**config.mk**
```make
export PLATFORM = sky130hd
export DESIGN_NAME = l2_tagarb_flat
export DESIGN_NICKNAME = d
export VERILOG_FILES = /design/src/rtl/l2_tagarb_pkg.sv /design/src/rtl/l2_tagarb_if.sv /design/src/rtl/l2_tagarb_beatcnt.sv /design/src/rtl/l2_tagarb.sv /design/src/flat_wrapper.sv
export SDC_FILE = /design/constraint.sdc
export NUM_CORES = 1
export LEC_CHECK = 0
export CORE_AREA = 2 2 41 43
export DETAILED_ROUTE_END_ITERATION = 16
export DIE_AREA = 0 0 43 45
export PLACE_DENSITY = 0.73
export SLEW_MARGIN = 5
export SYNTH_ARGS = -nofsm -noshare
export SYNTH_HDL_FRONTEND = slang
export SYNTH_HIERARCHICAL = 1
export SYNTH_SLANG_ARGS = --single-unit
```
**constraint.sdc**
```tcl
create_clock -name clk -period 2.4 [get_ports clk]
set_clock_uncertainty 0.15 [all_clocks]
set_input_delay 0.24 -clock clk [delete_from_list [all_inputs] [get_ports clk]]
set_output_delay 0.24 -clock clk [all_outputs]
set_load 0.02 [all_outputs]
```
**src/rtl/l2_tagarb_pkg.sv**
```systemverilog
// Shared L2 definitions: bus command codes, tag/data arbiter state encoding and defaults.
// Latency: n/a (types and constants only).
// Backpressure: n/a.
package l2_tagarb_pkg;

  // Bus-receive command codes carried alongside recv_req by the bus interface.
  typedef enum logic [1:0] {
    BUSCMD_NOP   = 2'd0,
    BUSCMD_FILL  = 2'd1,
    BUSCMD_INV   = 2'd2,
    BUSCMD_FLUSH = 2'd3
  } buscmd_e;

  localparam int L2_FILL_BEATS = 8;  // 8B beats per line fill
  localparam int L2_STARVE_MAX = 3;  // recv grants tolerated while fifo waits
  localparam int L2_BEAT_W     = 3;
  localparam int L2_STARVE_W   = 2;

  typedef enum logic [2:0] {
    ARB_IDLE    = 3'd0,
    ARB_RECV_OP = 3'd1,
    ARB_FILL    = 3'd2,
    ARB_FIFO_RD = 3'd3,
    ARB_FIFO_WR = 3'd4
  } arb_state_e;

  function automatic logic is_recv_state(arb_state_e s);
    return (s == ARB_RECV_OP) || (s == ARB_FILL);
  endfunction

  function automatic logic is_fifo_state(arb_state_e s);
    return (s == ARB_FIFO_RD) || (s == ARB_FIFO_WR);
  endfunction

endpackage

```
**src/rtl/l2_tagarb_if.sv**
```systemverilog
// Request/grant bundle between the recv path, request FIFO and the L2 tag arbiter.
// Latency: n/a (wires only).
// Backpressure: resp_ready gates fifo eligibility; pop pulse l2_l2reqfifo_ready returns to the FIFO.
// Ports: master = requester side (drives req/qualifiers), slave = arbiter side (drives grants/status).
interface l2_tagarb_if;
  import l2_tagarb_pkg::*;

  logic                   recv_req;
  logic                   recv_fill;
  logic                   fifo_req;
  logic                   fifo_wen;
  logic                   resp_ready;
  logic                   arb_recv_grant;
  logic                   arb_fifo_grant;
  logic                   l2_l2reqfifo_ready;
  logic                   arb_busy;
  logic [L2_BEAT_W-1:0]   arb_beat;
  logic [L2_STARVE_W-1:0] arb_starve;

  modport master (
    output recv_req, recv_fill, fifo_req, fifo_wen, resp_ready,
    input  arb_recv_grant, arb_fifo_grant, l2_l2reqfifo_ready, arb_busy, arb_beat, arb_starve
  );

  modport slave (
    input  recv_req, recv_fill, fifo_req, fifo_wen, resp_ready,
    output arb_recv_grant, arb_fifo_grant, l2_l2reqfifo_ready, arb_busy, arb_beat, arb_starve
  );

endinterface

```
**src/rtl/l2_tagarb_beatcnt.sv**
```systemverilog
// Loadable beat counter: remaining-beats down-counter with an up-running beat index and last flag.
// Latency: load takes effect on the next cycle; last is a decode of the registered count.
// Backpressure: none; counts down unconditionally until the last beat, then holds.
// Ports: clk, rst (async active-low), load/load_val (beats-1), idx (0-based beat), last.
module l2_tagarb_beatcnt #(
  parameter int W = 3
) (
  input  logic         clk,
  input  logic         rst,
  input  logic         load,
  input  logic [W-1:0] load_val,
  output logic [W-1:0] idx,
  output logic         last
);

  logic [W-1:0] rem_q, rem_d;
  logic [W-1:0] idx_q, idx_d;

  always_comb begin
    rem_d = rem_q;
    idx_d = idx_q;
    if (load) begin
      rem_d = load_val;
      idx_d = '0;
    end else if (rem_q != '0) begin
      rem_d = rem_q - 1'b1;
      idx_d = idx_q + 1'b1;
    end
  end

  always_ff @(posedge clk or negedge rst) begin
    if (!rst) begin
      rem_q <= '0;
      idx_q <= '0;
    end else begin
      rem_q <= rem_d;
      idx_q <= idx_d;
    end
  end

  assign idx  = idx_q;
  assign last = (rem_q == '0);

endmodule

```
**src/rtl/l2_tagarb.sv**
```systemverilog
// L2 tag/data pipeline arbiter between bus-receive ops and the request FIFO, with starvation guard.
// Latency: 1 cycle from sampled request to grant; back-to-back ops with no bubble.
// Backpressure: fifo only eligible with resp_ready; granted ops always run to completion.
// Ports: clk, rst (async active-low), bus (slave modport: req/qualifiers in, grants/beat/starve out).
module l2_tagarb
  import l2_tagarb_pkg::*;
#(
  parameter int FILL_BEATS = L2_FILL_BEATS,
  parameter int STARVE_MAX = L2_STARVE_MAX
) (
  input logic        clk,
  input logic        rst,
  l2_tagarb_if.slave bus
);

  localparam logic [L2_BEAT_W-1:0]   FILL_LAST  = L2_BEAT_W'(FILL_BEATS - 1);
  localparam logic [L2_STARVE_W-1:0] STARVE_TOP = L2_STARVE_W'(STARVE_MAX);

  arb_state_e             state_q, state_d;
  logic [L2_STARVE_W-1:0] starve_q, starve_d;
  logic [L2_BEAT_W-1:0]   load_val;
  logic [L2_BEAT_W-1:0]   beat_idx;
  logic                   beat_last;
  logic                   fifo_elig;
  logic                   starve_full;
  logic                   take_recv;
  logic                   take_fifo;
  logic                   recv_g;
  logic                   fifo_g;

  // The counter reads "last" in IDLE too, so the decision point is simply
  // the last beat; it reloads every decision cycle (0 when going idle).
  l2_tagarb_beatcnt #(.W(L2_BEAT_W)) u_beatcnt (
    .clk      (clk),
    .rst      (rst),
    .load     (beat_last),
    .load_val (load_val),
    .idx      (beat_idx),
    .last     (beat_last)
  );

  always_comb begin
    state_d     = state_q;
    starve_d    = starve_q;
    load_val    = '0;
    take_recv   = 1'b0;
    take_fifo   = 1'b0;
    fifo_elig   = bus.fifo_req & bus.resp_ready;
    starve_full = (starve_q == STARVE_TOP);
    if (beat_last) begin
      // recv wins unless the fifo has been passed over STARVE_MAX times and can go now.
      take_recv = bus.recv_req & ~(starve_full & fifo_elig);
      take_fifo = ~take_recv & fifo_elig;
      if (take_recv) begin
        state_d  = bus.recv_fill ? ARB_FILL : ARB_RECV_OP;
        load_val = bus.recv_fill ? FILL_LAST : '0;
        if (fifo_elig && !starve_full) begin
          starve_d = starve_q + 1'b1;
        end
      end else if (take_fifo) begin
        state_d  = bus.fifo_wen ? ARB_FIFO_WR : ARB_FIFO_RD;
        load_val = bus.fifo_wen ? L2_BEAT_W'(1) : '0;
        starve_d = '0;
      end else begin
        state_d = ARB_IDLE;
      end
    end
  end

  always_ff @(posedge clk or negedge rst) begin
    if (!rst) begin
      state_q  <= ARB_IDLE;
      starve_q <= '0;
    end else begin
      state_q  <= state_d;
      starve_q <= starve_d;
    end
  end

  // Outputs decode registered state only.
  assign recv_g                 = is_recv_state(state_q);
  assign fifo_g                 = is_fifo_state(state_q);
  assign bus.arb_recv_grant     = recv_g;
  assign bus.arb_fifo_grant     = fifo_g;
  assign bus.l2_l2reqfifo_ready = fifo_g & (beat_idx == '0);
  assign bus.arb_busy           = recv_g | fifo_g;
  assign bus.arb_beat           = beat_idx;
  assign bus.arb_starve         = starve_q;

endmodule

```
**src/flat_wrapper.sv**
```systemverilog
// flat-port wrapper written by rule: the top's interface ports become plain ports
module l2_tagarb_flat import l2_tagarb_pkg::*;
#(
  parameter int FILL_BEATS = L2_FILL_BEATS,
  parameter int STARVE_MAX = L2_STARVE_MAX
)
  (clk, rst, bus_recv_req, bus_recv_fill, bus_fifo_req, bus_fifo_wen, bus_resp_ready, bus_arb_recv_grant, bus_arb_fifo_grant, bus_l2_l2reqfifo_ready, bus_arb_busy, bus_arb_beat, bus_arb_starve);
  l2_tagarb_if bus_i ();
  input logic clk;
  input logic rst;
  input wire logic [$bits(bus_i.recv_req)-1:0] bus_recv_req;
  input wire logic [$bits(bus_i.recv_fill)-1:0] bus_recv_fill;
  input wire logic [$bits(bus_i.fifo_req)-1:0] bus_fifo_req;
  input wire logic [$bits(bus_i.fifo_wen)-1:0] bus_fifo_wen;
  input wire logic [$bits(bus_i.resp_ready)-1:0] bus_resp_ready;
  output wire logic [$bits(bus_i.arb_recv_grant)-1:0] bus_arb_recv_grant;
  output wire logic [$bits(bus_i.arb_fifo_grant)-1:0] bus_arb_fifo_grant;
  output wire logic [$bits(bus_i.l2_l2reqfifo_ready)-1:0] bus_l2_l2reqfifo_ready;
  output wire logic [$bits(bus_i.arb_busy)-1:0] bus_arb_busy;
  output wire logic [$bits(bus_i.arb_beat)-1:0] bus_arb_beat;
  output wire logic [$bits(bus_i.arb_starve)-1:0] bus_arb_starve;
  assign bus_i.recv_req = bus_recv_req;
  assign bus_i.recv_fill = bus_recv_fill;
  assign bus_i.fifo_req = bus_fifo_req;
  assign bus_i.fifo_wen = bus_fifo_wen;
  assign bus_i.resp_ready = bus_resp_ready;
  assign bus_arb_recv_grant = bus_i.arb_recv_grant;
  assign bus_arb_fifo_grant = bus_i.arb_fifo_grant;
  assign bus_l2_l2reqfifo_ready = bus_i.l2_l2reqfifo_ready;
  assign bus_arb_busy = bus_i.arb_busy;
  assign bus_arb_beat = bus_i.arb_beat;
  assign bus_arb_starve = bus_i.arb_starve;
  l2_tagarb #(.FILL_BEATS(FILL_BEATS), .STARVE_MAX(STARVE_MAX)) u_core (.clk(clk), .rst(rst), .bus(bus_i));
endmodule
```
Yosys cells after proc, flatten, opt, wreduce, memory -nomap -nowiden
Index checks and enable logic that the tools add are counted.
- bits in registers: 11
- output and inout port bits: 9
- bitwise logic cells: 8
- $add $sub $neg: 3
- equality and inequality tests: 6
- mux-type cells: 15
- reduce and logical (&&, ||, !) cells: 10
- operator list (kind ; count):
    $mux 3 ; 10
    $mux 2 ; 4
    $eq 3x2->1 const B ; 2
    $logic_not 3->1 ; 2
    $and 1x1->1 ; 5
    $reduce_bool 2->1 ; 2
    $add 3x1->3 const B ; 1
    $eq 3x1->1 const B ; 1
    $eq 3x3->1 const B ; 1
    $reduce_and 3->1 ; 1
    $reduce_bool 3->1 ; 1
    $sub 3x1->3 const B ; 1
    $add 2x1->2 const B ; 1
    $eq 2x2->1 const B ; 1
    $logic_or 1x1->1 ; 2
    $ne 2x2->1 const B ; 1
    $not 1->1 ; 2
    $logic_and 1x1->1 ; 1
    $logic_not 1->1 ; 1
    $mux 1 ; 1
    $or 1x1->1 ; 1

Longest topological paths before layout
Gate-level depths: netlist (run 1).
- word-level depth: 9
- mapped depth: 9
- gate-level depth less buffers: 8

Hierarchy
Netlist (run 1), hierarchy kept.
- by module, submodules not included (module ; seq. area each (um^2) ; times used ; area each (um^2) ; cells each):
    l2_tagarb_beatcnt ; 150.1 ; 1 ; 341.6 ; 32
    l2_tagarb ; 125.1 ; 1 ; 312.8 ; 37

Worst setup path before layout (run 1)
OpenSTA, ideal clock, no wires.
- kind: register -> register
- start: register u_core.u_beatcnt.rem_q[0]
- end: register u_core.u_beatcnt.rem_q[1]
- cell stages (with the launch flop): 8
- path buffers: 2
- library setup time: 125 ps
- period minus slack after synthesis: 1824 ps
- path slack: 576 ps
- arrival time: 1549 ps
- required time: 2125 ps
- path through: dfrtp_1 -> inv_1 -> ha_1 -> nand2b_4 -> buf_8 -> inv_1 -> clkbuf_1 -> mux2_2
- elaborated cells on any way between the ends: 6
- those cells by class: 1 x add/sub; 2 x mux; 3 x reduce/logical
- RTL lines (element ; line ; RTL):
    from (decl) ; l2_tagarb_beatcnt.sv:16 ; logic [W-1:0] rem_q, rem_d;
    from (signal assigned) ; l2_tagarb_beatcnt.sv:36 ; rem_q <= rem_d;
    $logic_not 3->1 * ; l2_tagarb_beatcnt.sv:42 ; assign last = (rem_q == '0);
    net u_core.beat_last ; l2_tagarb.sv:23 ; logic beat_last;
    $mux 3 or $reduce_bool 2->1 (tied branches) ; - ;
The timed path passes the listed nets; every way through them passes the cells marked *. The select of a mux whose other input is x is not followed.
A chain may end at the register's enable or synchronous reset.

Worst setup path in the final report (run 1)
- start: register u_core.state_q[2]
- end: output bus_l2_l2reqfifo_ready
- longest elaborated chain between the ends: 3
- elaborated cells on any way between the ends: 4
- those cells by class: 2 x eq/ne; 1 x bitwise; 1 x reduce/logical
- RTL lines (element ; line ; RTL):
    from (decl) ; l2_tagarb.sv:19 ; arb_state_e state_q, state_d;
    from (signal assigned) ; l2_tagarb.sv:75 ; state_q <= state_d;
    $eq 3x2->1 or $eq 3x3->1 (tied branches) ; l2_tagarb_pkg.sv:32 ; return (s == ARB_FIFO_RD) || (s == ARB_FIFO_WR);
    $logic_or 1x1->1 * ; l2_tagarb_pkg.sv:32 ;
    $and 1x1->1 * ; l2_tagarb.sv:85 ; assign bus.l2_l2reqfifo_ready = fifo_g & (beat_idx == '0);
    to (decl) ; flat_wrapper.sv:18 ; output wire logic [$bits(bus_i.l2_l2reqfifo_ready)-1:0] bus_l2_l2reqfifo_ready;
Every way passes the cells marked *; elsewhere a longest branch is shown, timed or not.

==> metrics.csv, run 1 <==
stage,metric,value,unit
status,status,finished clean,
synthesis,ys async rst share,100.0,%
layout,area delta synth->final,27.15,%
synthesis,"Distinct cells, synth",26,
synthesis,share of the synthesized area in the top cell type,42.07,%
timing,pin slew with the least headroom to its limit,486.6,ps
timing,Slew headroom,67.46,%
synthesis,"Avg Cell Area, Syn",9.484,sq um
synthesis,Synth Warn #,6,
worst_setup_path,CP Capture Type,output pin,
synthesis,largest area contributor in the netlist,dfrtp_1,
detailed_routing,Detailed Route Iter0 Violations,17,
layout,n_diodes,0,
placement,GPL Wtd Cong,0.6932,
synthesis,#FFs+latches synth,11,
worst_setup_path,CP startpoint kind,flop,
clocking,htree depth,1,
power,PwrDens,1312,nW/um^2
global_routing,initial antenna violation count,0,
worst_setup_path,crit-path max FO,5,
timing,final hold slack,162.0,ps
synthesis,Post-synth top cells,"dfrtp_1 (11), inv_1 (8), nand2_1 (8)",
floorplanning,Die Width,43,um
layout,final net count,98,
timing,post-route clock period utilization,90.11,%
timing,setup_tns,0,ps
detailed_routing,post-route antenna net violation count,0,
timing,Max Slew Vio Count,0,
synthesis,syn nets,80,
synthesis,"count leader, synth",dfrtp_1,
worst_setup_path,Critical Path Start,u_core/state_q[2],
clocking,clock sink count,11,
floorplanning,row count,14,
global_routing,GR Overflow Total,0,
timing,Tmin final,2163,ps
clocking,hold-fix buffer count after cts,0,
global_routing,vias in the first global route,473,
detailed_routing,WL per Instance,10.19,um
detailed_routing,number of vias per cell,5.020,
floorplanning,Initial Util,44.47,%
clocking,root buffer cell,clkbuf_4,
worst_setup_path,Buf/Inv on CP,1,
power,worst vdd ir,0.0005738,V
synthesis,most common flop cell mapped by yosys,dfrtp_1,
detailed_routing,drt total wl,1039,um
timing,Final setup viols,0,
detailed_routing,DRT Pass-1 Iters,3,
timing,f_max,0.4624,GHz
worst_setup_path,CP max-delay cell,clkdlybuf4s50_1,
floorplanning,Core ar.,1471,sq um
global_routing,global-route wire length before repair,1945,um
synthesis,"Seq/Total Area, Yosys",42.07,%
synthesis,Mapped Area,654.4,sq um
floorplanning,Die ar.,1935,sq um
timing,RSZ-0062 raised after global routing,false,
placement,Placed Instance Area,805.8,sq um
floorplanning,I/O pin count,16,
worst_setup_path,Worst path max stage delay,640,ps
worst_setup_path,CP Cell Sequence,"and3b_1, a21oi_2, nor4_1, clkdlybuf4s50_1",
clocking,Setup Buffers After CTS,0,
run,MaxCap Viol Count,0,
power,Pwr Total,1.092,mW
placement,IO buf count,15,
synthesis,cells after synthesis,69,
clocking,maximum clock insertion buffer count,2,
global_routing,gr usage total,13.46,%
detailed_routing,drt drc,0,
layout,share of layout cells above drive strength 1,10.47,%
global_routing,largest net degree at the start of global routing,15,
clocking,CTS buffer count,3,
worst_setup_path,"delay-heaviest family, CP",buffers and inverters,
clocking,clk_lat worst skew,250,ps
worst_setup_path,Critical Path RT,2010,ps
worst_setup_path,worst setup path class,reg2out,
layout,fin area,832.0,sq um
timing,final hold violations,0,
clocking,CTS resizes,0,
hold_path,hold crit path type,in2async,
synthesis,synth top area cells,"dfrtp_1 (42%), ha_1 (7.6%), mux2i_1 (4.6%)",
synthesis,"EDFF count, synth",0,
clocking,CTS tree,built,
power,Leak,0.3975,nW
clocking,clock-pin slew on the worst setup and hold paths,60,ps
floorplanning,Die Height,45,um
worst_setup_path,Crit Reg-Reg Startpoint,u_core/u_beatcnt/rem_q[0],
worst_setup_path,CP arrival,1770,ps
detailed_routing,Via Count,512,
[report_power, final]
group / leakage, nW / switching (mW) / internal, mW
registers: 0.142 / 0.0638 / 0.264
clock network: 0.0150 / 0.0548 / 0.0641
logic: 0.241 / 0.337 / 0.309
[sequential cells by signal (all words and copies together) (netlist names)]
signal	cells
u_core/u_beatcnt/rem_q	3
u_core/bus.arb_starve	2
u_core/state_q	3
u_core/u_beatcnt/idx	3
[worst reg2reg max path: stages, from the launching register on]
cell and delay (ps):
dfrtp_1 390, inv_1 80, ha_1 220, nand2b_4 110, inv_1 320, nand4_1 220
nand2_1 110, nand2_1 60, o21ai_0 100
[cell families (layout without fill, tap and decap cells)]
group / after synthesis / in the layout / synth area share [%]
AOI/OAI and AO/OA: 10 / 10 / 9.942
xor gates and xnor gates: 3 / 3 / 4.016
adders and majority gates: 4 / 4 / 7.648
buffers and inverters: 10 / 27 / 7.456
DFF: 11 / 11 / 42.06
muxes: 4 / 4 / 6.310
and+or+nand+nor: 27 / 27 / 22.56
[cells in the final DEF, fill, tap and decap left out, drive strengths merged]
| cell type | Yosys | final |
|---|---|---|
| clkdlybuf4s50 | 0 | 15 |
| dfrtp | 11 | 11 |
| nand2 | 8 | 8 |
| inv | 8 | 8 |
| o21ai | 6 | 6 |
| nor2 | 5 | 5 |
| nand3 | 5 | 5 |
| ha | 4 | 4 |
| clkbuf | 1 | 4 |
| xnor2 | 3 | 3 |
| mux2i | 3 | 3 |
| nand4 | 2 | 2 |
| nand2b | 2 | 2 |
| a21oi | 2 | 2 |
| and2 | 1 | 1 |
| and3b | 1 | 1 |
| nor4 | 1 | 1 |
| or2 | 1 | 1 |
| nand4b | 1 | 1 |
| o311ai | 1 | 1 |
| a21o | 1 | 1 |
| mux2 | 1 | 1 |
[routing by layer]
layer	wire, um	global-route usage, %	vias to the layer above
li1	-	-	267
met1	499	18.27	228
met5	0	0	-
met3	67	2.800	2
met4	10	7.273	0
met2	462	20.30	15
[final timing paths]
path                                                   to  slack (ps)  depth (start not counted)
worst max-delay path               bus_l2_l2reqfifo_ready         240                          4
worst min-delay path             u_core/bus.arb_starve[0]         160                          1
worst max register to register  u_core/u_beatcnt/rem_q[0]         560                          8
worst min register to register   u_core/bus.arb_starve[1]         370                          2
max in group asynchronous       u_core/u_beatcnt/rem_q[0]        1610                          1
min in group clk                 u_core/bus.arb_starve[1]         370                          2
[per-stage QoR]
step                      utilization [%]  std cells  setup slack (ps)
after CTS                           56.55        102             215.2
after floorplan                         -         69             576.2
final                               56.55        102             237.4
after global routing                56.55        102             67.50
after global placement              54.76         98             549.7
after detailed placement            54.76         98             501.2
[area by class of cell]
class / instances / area, sq um
fillers: 128 / 639.4
multi-input cells: 48 / 330.3
flip-flops and latches: 11 / 275.3
repair buffers: 15 / 150.1
inverters: 8 / 30.03
clock buffers: 4 / 26.28
well taps: 16 / 20.02
(Power assumes the default switching activity.)
==> inputs of run 2 (changes only) <==
--- a/config.mk
+++ b/config.mk
@@ -5,12 +5,11 @@
 export SDC_FILE = /design/constraint.sdc
 export NUM_CORES = 1
 export LEC_CHECK = 0
-export CORE_AREA = 2 2 41 43
+export CORE_AREA = 2 2 40 42
 export DETAILED_ROUTE_END_ITERATION = 16
-export DIE_AREA = 0 0 43 45
-export PLACE_DENSITY = 0.73
+export DIE_AREA = 0 0 42 44
+export PLACE_DENSITY = 0.72
 export SLEW_MARGIN = 5
 export SYNTH_ARGS = -nofsm -noshare
 export SYNTH_HDL_FRONTEND = slang
-export SYNTH_HIERARCHICAL = 1
 export SYNTH_SLANG_ARGS = --single-unit
==> run 2 against run 1 <==
  * Critical path depth is the same
  * Final area shrank 3.9%
  * First-iteration DRC count shrank 65%
  * Hold slack lost 17 ps
  * Sequential cell count is the same
  * Wire length shrank 0.67%
==> metrics.csv, run 2 <==
stage,metric,value,unit,change
floorplanning,Core ar.,1419,sq um,-3.6%
global_routing,largest net degree at the start of global routing,12,,-3
timing,Max Slew Vio Count,0,,unchanged
layout,Fill cells,125,,-2.3%
worst_setup_path,worst setup path class,reg2out,,
layout,final net count,91,,-7.1%
timing,setup_tns,0,ps,unchanged
global_routing,GR Overflow Total,0,,unchanged
floorplanning,Die Height,44,um,-2.2%
global_routing,global-route wire length before repair,1863,um,-4.2%
worst_setup_path,crit-path max FO,5,,unchanged
floorplanning,I/O pin count,16,,unchanged
timing,RSZ-0062 raised after global routing,false,,
worst_setup_path,CP Capture Type,output pin,,
timing,pin slew with the least headroom to its limit,471.5,ps,-15.08 ps
placement,GPL Wtd Cong,0.7100,,+2.4%
worst_setup_path,Crit Reg-Reg Startpoint,u_core.u_beatcnt.rem_q[0],,
power,clock network fraction of design power,11.8,%,+0.9 points
worst_setup_path,CP arrival,1750,ps,-20 ps
timing,Slew headroom,68.47,%,+1.0 points
synthesis,Synth Warn #,0,,-6
clocking,CTS buffer count,3,,unchanged
layout,area delta synth->final,32.57,%,
detailed_routing,DRT Pass-1 Iters,3,,unchanged
timing,Tmin final,2141,ps,-21.27 ps
layout,"most common cell after layout, fill and taps aside",clkdlybuf4s50_1,,
floorplanning,row count,14,,unchanged
power,Psw,406.1,uW,-11%
clocking,root buffer cell,clkbuf_4,,
floorplanning,Initial Util,42.50,%,-2.0 points
clocking,CTS tree,built,,
hold_path,hold crit path type,in2async,,
layout,n_diodes,0,,unchanged
synthesis,ys async rst share,100.0,%,unchanged
status,status,finished clean,,
worst_setup_path,CP startpoint kind,flop,,
worst_setup_path,FF-to-FF path depth,5,,-3
synthesis,share of the synthesized area in the top cell type,45.64,%,+3.6 points
detailed_routing,Detailed Route Iter0 Violations,6,,-11
worst_setup_path,CP max-delay cell,clkdlybuf4s50_1,,
synthesis,"Distinct cells, synth",23,,-12%
clocking,maximum clock insertion buffer count,2,,unchanged
worst_setup_path,Worst path max stage delay,630,ps,about the same
power,worst vdd ir,0.0006805,V,+19%
layout,share of layout cells above drive strength 1,12.82,%,+2.4 points
synthesis,synth top area cells,"dfrtp_1 (46%), ha_1 (10%), nand2_1 (5.6%)",,
floorplanning,Die ar.,1848,sq um,-4.5%
clocking,CTS resizes,0,,unchanged
synthesis,cells after synthesis,59,,-14%
clocking,clock sink count,11,,unchanged
clocking,hold-fix buffer count after cts,0,,unchanged
placement,DP Wirelength,865.5,um,
synthesis,Mapped Area,603.1,sq um,-7.8%
detailed_routing,drt drc,0,,unchanged
global_routing,vias in the first global route,467,,-1.3%
power,PwrDens,1281,nW/um^2,-2.4%
detailed_routing,post-route antenna net violation count,0,,unchanged
placement,IO buf count,15,,unchanged
timing,f_max,0.4670,GHz,+0.99%
global_routing,initial antenna violation count,0,,unchanged
synthesis,"EDFF count, synth",0,,unchanged
detailed_routing,number of vias per cell,5.021,,about the same
clocking,clk_lat worst skew,260,ps,about the same
worst_setup_path,flop2flop setup slack,980,ps,+420 ps
synthesis,most common flop cell mapped by yosys,dfrtp_1,,
detailed_routing,drt total wl,1032,um,-0.67%
synthesis,syn nets,71,,-11%
synthesis,Post-synth top cells,"dfrtp_1 (11), nand2_1 (9), ha_1 (5), inv_1 (5), nor2_1 (5)",,
synthesis,"Avg Cell Area, Syn",10.22,sq um,+7.8%
power,Leak,0.3724,nW,-6.3%
synthesis,largest area contributor in the netlist,dfrtp_1,,
clocking,clock-pin slew on the worst setup and hold paths,70,ps,about the same
timing,post-route clock period utilization,89.22,%,-0.89 points
worst_setup_path,Critical Path RT,2010,ps,about the same
clocking,htree depth,1,,unchanged
layout,fin util,56.35,%,-0.20 points
detailed_routing,Via Count,472,,-7.8%
synthesis,"Seq/Total Area, Yosys",45.64,%,+3.6 points
global_routing,gr usage total,14.30,%,+0.84 points
worst_setup_path,Reg2Reg Capture Point,u_core.u_beatcnt.rem_q[0],,
floorplanning,Die Width,42,um,-2.3%
power,sw frac,39.65,%,-2.0 points
placement,Placed Instance Area,773.2,sq um,-4.0%
worst_setup_path,CP Cell Sequence,"and3b_1, a21oi_1, nor3b_1, clkdlybuf4s50_1",,
power,Seq pwr share,33.5,%,+3.5 points
timing,final hold violations,0,,unchanged
layout,fin area,799.5,sq um,-3.9%
synthesis,"count leader, synth",dfrtp_1,,
synthesis,#FFs+latches synth,11,,unchanged
run,MaxCap Viol Count,0,,unchanged
layout,most frequent cells in the layout,"clkdlybuf4s50_1 (15), dfrtp_1 (11), nand2_1 (9)",,
detailed_routing,WL per Instance,10.98,um,+7.8%
power,combinational group share of total power,54.8,%,-4.3 points
power,Int Power,618.2,uW,-2.9%
timing,Final setup viols,0,,unchanged
clocking,Setup Buffers After CTS,0,,unchanged
==> run 2: cell type report <==
type,instances,area (sq um),area share [%]
flip-flops and latches,11,275.3,34.43
clock buffers,4,26.28,3.286
repair buffers,15,150.1,18.78
inverters,5,18.77,2.347
well taps,16,20.02,2.504
multi-input cells,43,309.0,38.65
==> run 2: power groups by stage <==
| stage | combinational, mW | sequential, mW | clock, mW |
|---|---|---|---|
| 4_1_cts | 0.571 | 0.345 | 0.126 |
| 3_3_place_gp | 0.561 | 0.345 | 0 |
| 6_report | 0.561 | 0.343 | 0.120 |
| 3_5_place_dp | 0.570 | 0.350 | 0 |
| 2_1_floorplan | 0.316 | 0.378 | 0 |
| 5_1_grt | 0.622 | 0.358 | 0.138 |
==> run 2: critical path: cells and delay by family, from the launching register on <==
family	cells	cell delay [ps]
flops	1	410
buf+inv	1	630
compound gates	1	60
simple gates	2	390
==> run 2: worst max path at each step <==
stage,from,to
detailed placement,u_core.state_q[2],bus_l2_l2reqfifo_ready
finish,u_core.state_q[2],bus_l2_l2reqfifo_ready
global route,u_core.state_q[2],bus_l2_l2reqfifo_ready
CTS,u_core.state_q[2],bus_l2_l2reqfifo_ready
floorplan,u_core.u_beatcnt.idx[0],bus_l2_l2reqfifo_ready
global placement,u_core.state_q[2],bus_l2_l2reqfifo_ready
==> run 2: through the flow <==
stage | std cells | setup slack, ps | power, mW | hold slack (ps)
floorplan | 59 | 818.8 | 0.6943 | -205.6
global placement | 90 | 555.4 | 0.9058 | 329.5
detailed placement | 90 | 543.7 | 0.9192 | 333.8
CTS | 94 | 246.4 | 1.042 | 160.5
global route | 94 | 120.0 | 1.118 | 188.4
finish | 94 | 258.6 | 1.024 | 144.9
==> run 2: kinds of logic after synthesis <==
logic type               share of synthesized area [%]
AO/OA/AOI/OAI                                    7.468
XOR/XNOR                                         2.905
adder cells (fa/ha/maj)                          10.37
buffers and inverters                            3.112
flip-flops                                       45.64
multiplexers                                     1.660
AND/OR/NAND/NOR                                  28.84
==> run 2: routing by layer <==
layer	track usage, %	wire, um	vias to the layer above	share of wire (%)
li1	-	-	238	-
met1	16.71	440	224	43
met2	21.25	522	8	51
met3	7.500	56	2	5.4
met4	7.742	11	0	1.1
met5	0	0	-	0
